--- config.mk ---
export PLATFORM = sky130hd
export DESIGN_NAME = spin_phase_sampler
export DESIGN_NICKNAME = d
export VERILOG_FILES = /design/src/rtl/spin_phase_sampler.sv
export SDC_FILE = /design/constraint.sdc
export NUM_CORES = 1
export LEC_CHECK = 0
export ABC_CLOCK_PERIOD_IN_PS = 3600
export CAP_MARGIN = 40
export CORE_MARGIN = 2
export CORE_UTILIZATION = 40
export DETAILED_ROUTE_END_ITERATION = 16
export GPL_ROUTABILITY_DRIVEN = 0
export PLACE_DENSITY = 0.64
export SETUP_SLACK_MARGIN = 0.2
export SLEW_MARGIN = 40
export SYNTH_ARGS = -nofsm -noshare
export SYNTH_HDL_FRONTEND = slang
export SYNTH_SLANG_ARGS = --single-unit
--- constraint.sdc ---
create_clock -name clk -period 3.6 [get_ports clk]
set_input_delay 0.72 -clock clk [delete_from_list [all_inputs] [get_ports clk]]
set_output_delay 0.72 -clock clk [all_outputs]
set_load 0.02 [all_outputs]
--- src/rtl/spin_phase_sampler.sv ---
// Measures each oscillator lane's phase against ref_osc over WINDOW cycles; result valid WINDOW+2 cycles after start.
// Results stay held in DONE until spins_ready; start is only accepted in IDLE.
module spin_phase_sampler #(
   parameter int NUM_SPINS = 4,
   parameter int WINDOW    = 256,
   parameter int CNT_W     = $clog2(WINDOW+1)
) (
   input  logic                        clk,
   input  logic                        rstn,
   input  logic [NUM_SPINS-1:0]        osc,
   input  logic                        ref_osc,
   input  logic                        start,
   output logic                        busy,
   output logic                        spins_valid,
   input  logic                        spins_ready,
   output logic [NUM_SPINS-1:0]        spins,
   output logic [NUM_SPINS*CNT_W-1:0]  counts
);

   typedef enum logic [1:0] {IDLE, SETTLE, MEASURE, DONE} state_t;

   localparam logic [CNT_W-1:0] ONE      = CNT_W'(1);
   localparam logic [CNT_W-1:0] WIN_LAST = CNT_W'(WINDOW-1);
   localparam logic [CNT_W:0]   WIN_FULL = (CNT_W+1)'(WINDOW);

   state_t                          state_q, state_d;
   logic [NUM_SPINS-1:0]            osc_meta_q, osc_meta_d;
   logic [NUM_SPINS-1:0]            osc_sync_q, osc_sync_d;
   logic                            ref_meta_q, ref_meta_d;
   logic                            ref_sync_q, ref_sync_d;
   logic [CNT_W-1:0]                win_q, win_d;
   logic [NUM_SPINS-1:0][CNT_W-1:0] cnt_q, cnt_d;
   logic [NUM_SPINS-1:0]            spins_q, spins_d;
   logic [NUM_SPINS-1:0]            mism;

   always_comb begin
      osc_meta_d = osc;
      osc_sync_d = osc_meta_q;
      ref_meta_d = ref_osc;
      ref_sync_d = ref_meta_q;
      mism       = osc_sync_q ^ {NUM_SPINS{ref_sync_q}};
      state_d    = state_q;
      win_d      = win_q;
      cnt_d      = cnt_q;
      spins_d    = spins_q;

      case (state_q)
         IDLE: begin
            if (start) begin
               cnt_d   = '0;
               win_d   = '0;
               spins_d = '0;
               state_d = SETTLE;
            end
         end
         // Two idle cycles so the sync chains hold post-start input levels.
         SETTLE: begin
            if (win_q == ONE) begin
               win_d   = '0;
               state_d = MEASURE;
            end else begin
               win_d = win_q + ONE;
            end
         end
         MEASURE: begin
            for (int i = 0; i < NUM_SPINS; i++) begin
               cnt_d[i] = cnt_q[i] + {{(CNT_W-1){1'b0}}, mism[i]};
            end
            if (win_q == WIN_LAST) begin
               // Strict majority of mismatches means anti-phase; a tie reads as in-phase.
               for (int i = 0; i < NUM_SPINS; i++) begin
                  spins_d[i] = ({cnt_d[i], 1'b0} > WIN_FULL);
               end
               state_d = DONE;
            end else begin
               win_d = win_q + ONE;
            end
         end
         DONE: begin
            if (spins_ready) begin
               state_d = IDLE;
            end
         end
         default: state_d = IDLE;
      endcase
   end

   always_ff @(posedge clk or negedge rstn) begin
      if (!rstn) begin
         state_q    <= IDLE;
         osc_meta_q <= '0;
         osc_sync_q <= '0;
         ref_meta_q <= 1'b0;
         ref_sync_q <= 1'b0;
         win_q      <= '0;
         cnt_q      <= '0;
         spins_q    <= '0;
      end else begin
         state_q    <= state_d;
         osc_meta_q <= osc_meta_d;
         osc_sync_q <= osc_sync_d;
         ref_meta_q <= ref_meta_d;
         ref_sync_q <= ref_sync_d;
         win_q      <= win_d;
         cnt_q      <= cnt_d;
         spins_q    <= spins_d;
      end
   end

   assign busy        = (state_q != IDLE);
   assign spins_valid = (state_q == DONE);
   assign spins       = spins_q;
   assign counts      = cnt_q;

endmodule

==> impl_metrics.json <==
{
  "cp_top_family": "buffers and inverters",
  "root_buffer": "clkbuf_8",
  "required_ns": 2.88,
  "yosys_warnings": 0,
  "drv_slew": 0,
  "syn_inst": 348,
  "drive_above_1_share": 0.0690,
  "placed_area_sq_mm": 0.00385,
  "via_per_inst": 5.40,
  "worst_pin_slew_ns": 0.580,
  "cts-resized-gates": 0,
  "synthFlopType": "dfrtp_1",
  "drc": 0,
  "crit_type": "reg -> out",
  "cp-end-kind": "output port",
  "die_h_um": 93.8,
  "cts_max_level": 3,
  "rows": 32,
  "setup_tns_ns": 0,
  "synth_fp_nets": 373,
  "fin_worst_skew_ns": 0.00734,
  "whs_ns": 0.330,
  "grt_pass1_wl_um": 12800,
  "hpwl_um": 5210,
  "wl_per_cell_um": 14.6,
  "worstHoldPathType": "in -> async",
  "critPathLaunch": "state_q[0]$_DFFE_PN0P_",
  "cts_buffers": 9,
  "clkPwrFrac": 0.477,
  "worstSkewPairLatency_ns": 0.33,
  "power_report.internal_total_mw": 1.11,
  "syn_area_sq_mm": 0.00323,
  "hold_violations": 0,
  "overflow": 0,
  "cts_tree": "done",
  "post-route-period-util": 0.700,
  "p_per_area_mw_per_mm2": 342,
  "rsz0062_at_grt": "no",
  "routed_wl_um": 7420,
  "drv_cap": 0,
  "start_util": 0.415,
  "slew_headroom": 0.605,
  "io_pins": 51,
  "hold_buffers": 0,
  "via_count": 2745,
  "clkTransAtPathRegs_ns": 0.07,
  "p_seq_frac": 0.499,
  "syn_to_final_growth_pct": 26.1,
  "fin_nets": 427,
  "period_needed_ns": 2.52,
  "antenna_found_initial": 0,
  "p_sw_frac": 0.204,
  "crit_buf_inv": 3,
  "crit_arrival_ns": 1.80,
  "cts_sinks": 61,
  "crit_cells": 4,
  "r2r_start": "state_q[0]$_DFFE_PN0P_",
  "coreArea_sq_mm": 0.00777,
  "grt_max_degree": 42,
  "fin_area_sq_mm": 0.00407,
  "antenna_left": 0,
  "grt_pass1_vias": 2609,
  "power.share.combinational": 0.025,
  "synth.avg_cell_area_sq_um": 9.27,
  "max_clock_freq_ghz": 0.397,
  "peakVddDrop_mv": 0.182,
  "r2r.worst_path.cells": 8,
  "path_common_cell": "inv_1",
  "synth-edff-count": 0,
  "crit_chain": "inv_1 > ha_1 > inv_1 > clkdlybuf4s50_1",
  "cp-start-kind": "flip-flop",
  "setup_viol": 0,
  "cts.path.max_buffers": 2,
  "run_status": "finished clean",
  "async_reset_ff_frac": 1.00,
  "slowest_delay_ns": 0.60,
  "n_antenna_cell": 0,
  "die_w_um": 93.8,
  "p_leak_nw": 1.76,
  "crit_path_max_fanout": 4,
  "p_switching_uw": 284,
  "dieArea_sq_mm": 0.00880,
  "synth_seq_area_share": 0.473,
  "ys_ff_latch": 61,
  "grt.total_usage": 0.184,
  "fillers": 720,
  "cpMaxStageDelayCell": "clkdlybuf4s50_1",
  "port_buffers": 50,
  "dr.first_iter.drc_count": 174,
  "post_cts_buffers": 0,
  "first_pass_iters": 5,
  "synth_cell_type_count": 41
}
## path summary, 6_finish.rpt
| check | end | slack, ns |
|---|---|---|
| max in group asynchronous | win_q[1]$_DFFE_PN0P_ | 2.38 |
| min in group clk | osc_sync_q[1]$_DFF_PN0_ | 0.35 |
| worst max-delay path | busy | 1.08 |
| worst min-delay path | osc_meta_q[3]$_DFF_PN0_ | 0.33 |
| worst max register to register | counts[24]$_DFFE_PN0P_ | 1.23 |
| worst min register to register | osc_sync_q[1]$_DFF_PN0_ | 0.35 |
## logic make-up (layout without fill, tap and decap cells)
kind of cell / Yosys count / in the layout / share of synthesized area
buffers and inverters: 21 / 79 / 0.0256
DFF: 61 / 61 / 0.473
muxes: 3 / 3 / 0.0112
xor gates and xnor gates: 23 / 23 / 0.0624
adders and majority gates: 16 / 16 / 0.0620
and+or+nand+nor: 137 / 137 / 0.197
AOI/OAI and AO/OA: 87 / 87 / 0.169
## power groups by stage
stage / logic [mW] / registers [mW] / clock network (mW)
after CTS: 0.0362 / 0.694 / 0.683
final: 0.0344 / 0.694 / 0.664
after global placement: 0.0361 / 0.707 / 0
after global routing: 0.0407 / 0.694 / 0.715
after detailed placement: 0.0361 / 0.707 / 0
after floorplan: 0.00967 / 0.706 / 0
## worst register-to-register path: stages (launching register included)
cell and delay (ns):
dfrtp_1 0.41, inv_1 0.14, ha_1 0.31, nand2b_1 0.25
nand2_1 0.49, buf_4 0.29, nor2_1 0.06, o21ai_0 0.16
o21ai_0 0.13
## layer usage
layer	up-vias	GRT usage	wire length [um]
li1	1346	-	-
met1	1322	0.277	3730
met3	12	0.0249	233
met2	65	0.269	3350
met4	0	0.0688	101
met5	-	0	0
## layout make-up
class                   count  area (sq um)  area share
flip-flops and latches     61          1530       0.375
multi-input cells         266          1630       0.401
inverters                   8          30.0     0.00738
clock inverters             4          72.6      0.0178
repair buffers             56           541       0.133
clock buffers              11           141      0.0347
well taps                 102           128      0.0314
## sequential cells by signal (all words and copies together), names as in the netlist
register	cells
counts	36
osc_meta_q	4
osc_sync_q	4
ref_meta_q	1
ref_sync_q	1
spins	4
state_q	2
win_q	9
## metrics by stage
step | total power [mW] | util | instances | setup WS (ns)
after floorplan | 0.716 | - | 348 | 1.54
after global placement | 0.743 | 0.495 | 493 | 0.974
after detailed placement | 0.743 | 0.496 | 493 | 0.903
after CTS | 1.41 | 0.524 | 508 | 1.06
after global routing | 1.45 | 0.524 | 508 | 0.937
final | 1.39 | 0.524 | 508 | 1.08
## placed cells by master, fill, tap and decap left out, drive strengths merged, types with 3 or more instances in the layout
cell type and n:
nand3 16, o21ai 44, clkdlybuf4s50 49, and2 5
and4 3, a21boi 3, xor2 11, inv 8
and3 10, or2 3, buf 7, dfrtp 61
ha 16, clkbuf 11, xnor2 12, nor2 39
nand2 42, o31ai 9, nand4 5, a22o 10
nor3 8, a21oi 8
## synthesized netlist by cell type, types with 4 or more instances
cell type,instances,area share
a21oi_1,8,0.012
a22o_1,10,0.027
and2_1,4,0.0078
and3_1,10,0.019
clkbuf_1,10,0.012
dfrtp_1,61,0.47
ha_1,16,0.062
inv_1,8,0.0093
nand2_1,42,0.049
nand3_1,16,0.025
nand4_1,5,0.0097
nor2_1,39,0.045
nor3_1,8,0.012
o21ai_0,43,0.067
o31ai_1,9,0.021
xnor2_1,12,0.033
xor2_1,11,0.030
(Power assumes the default switching activity.)
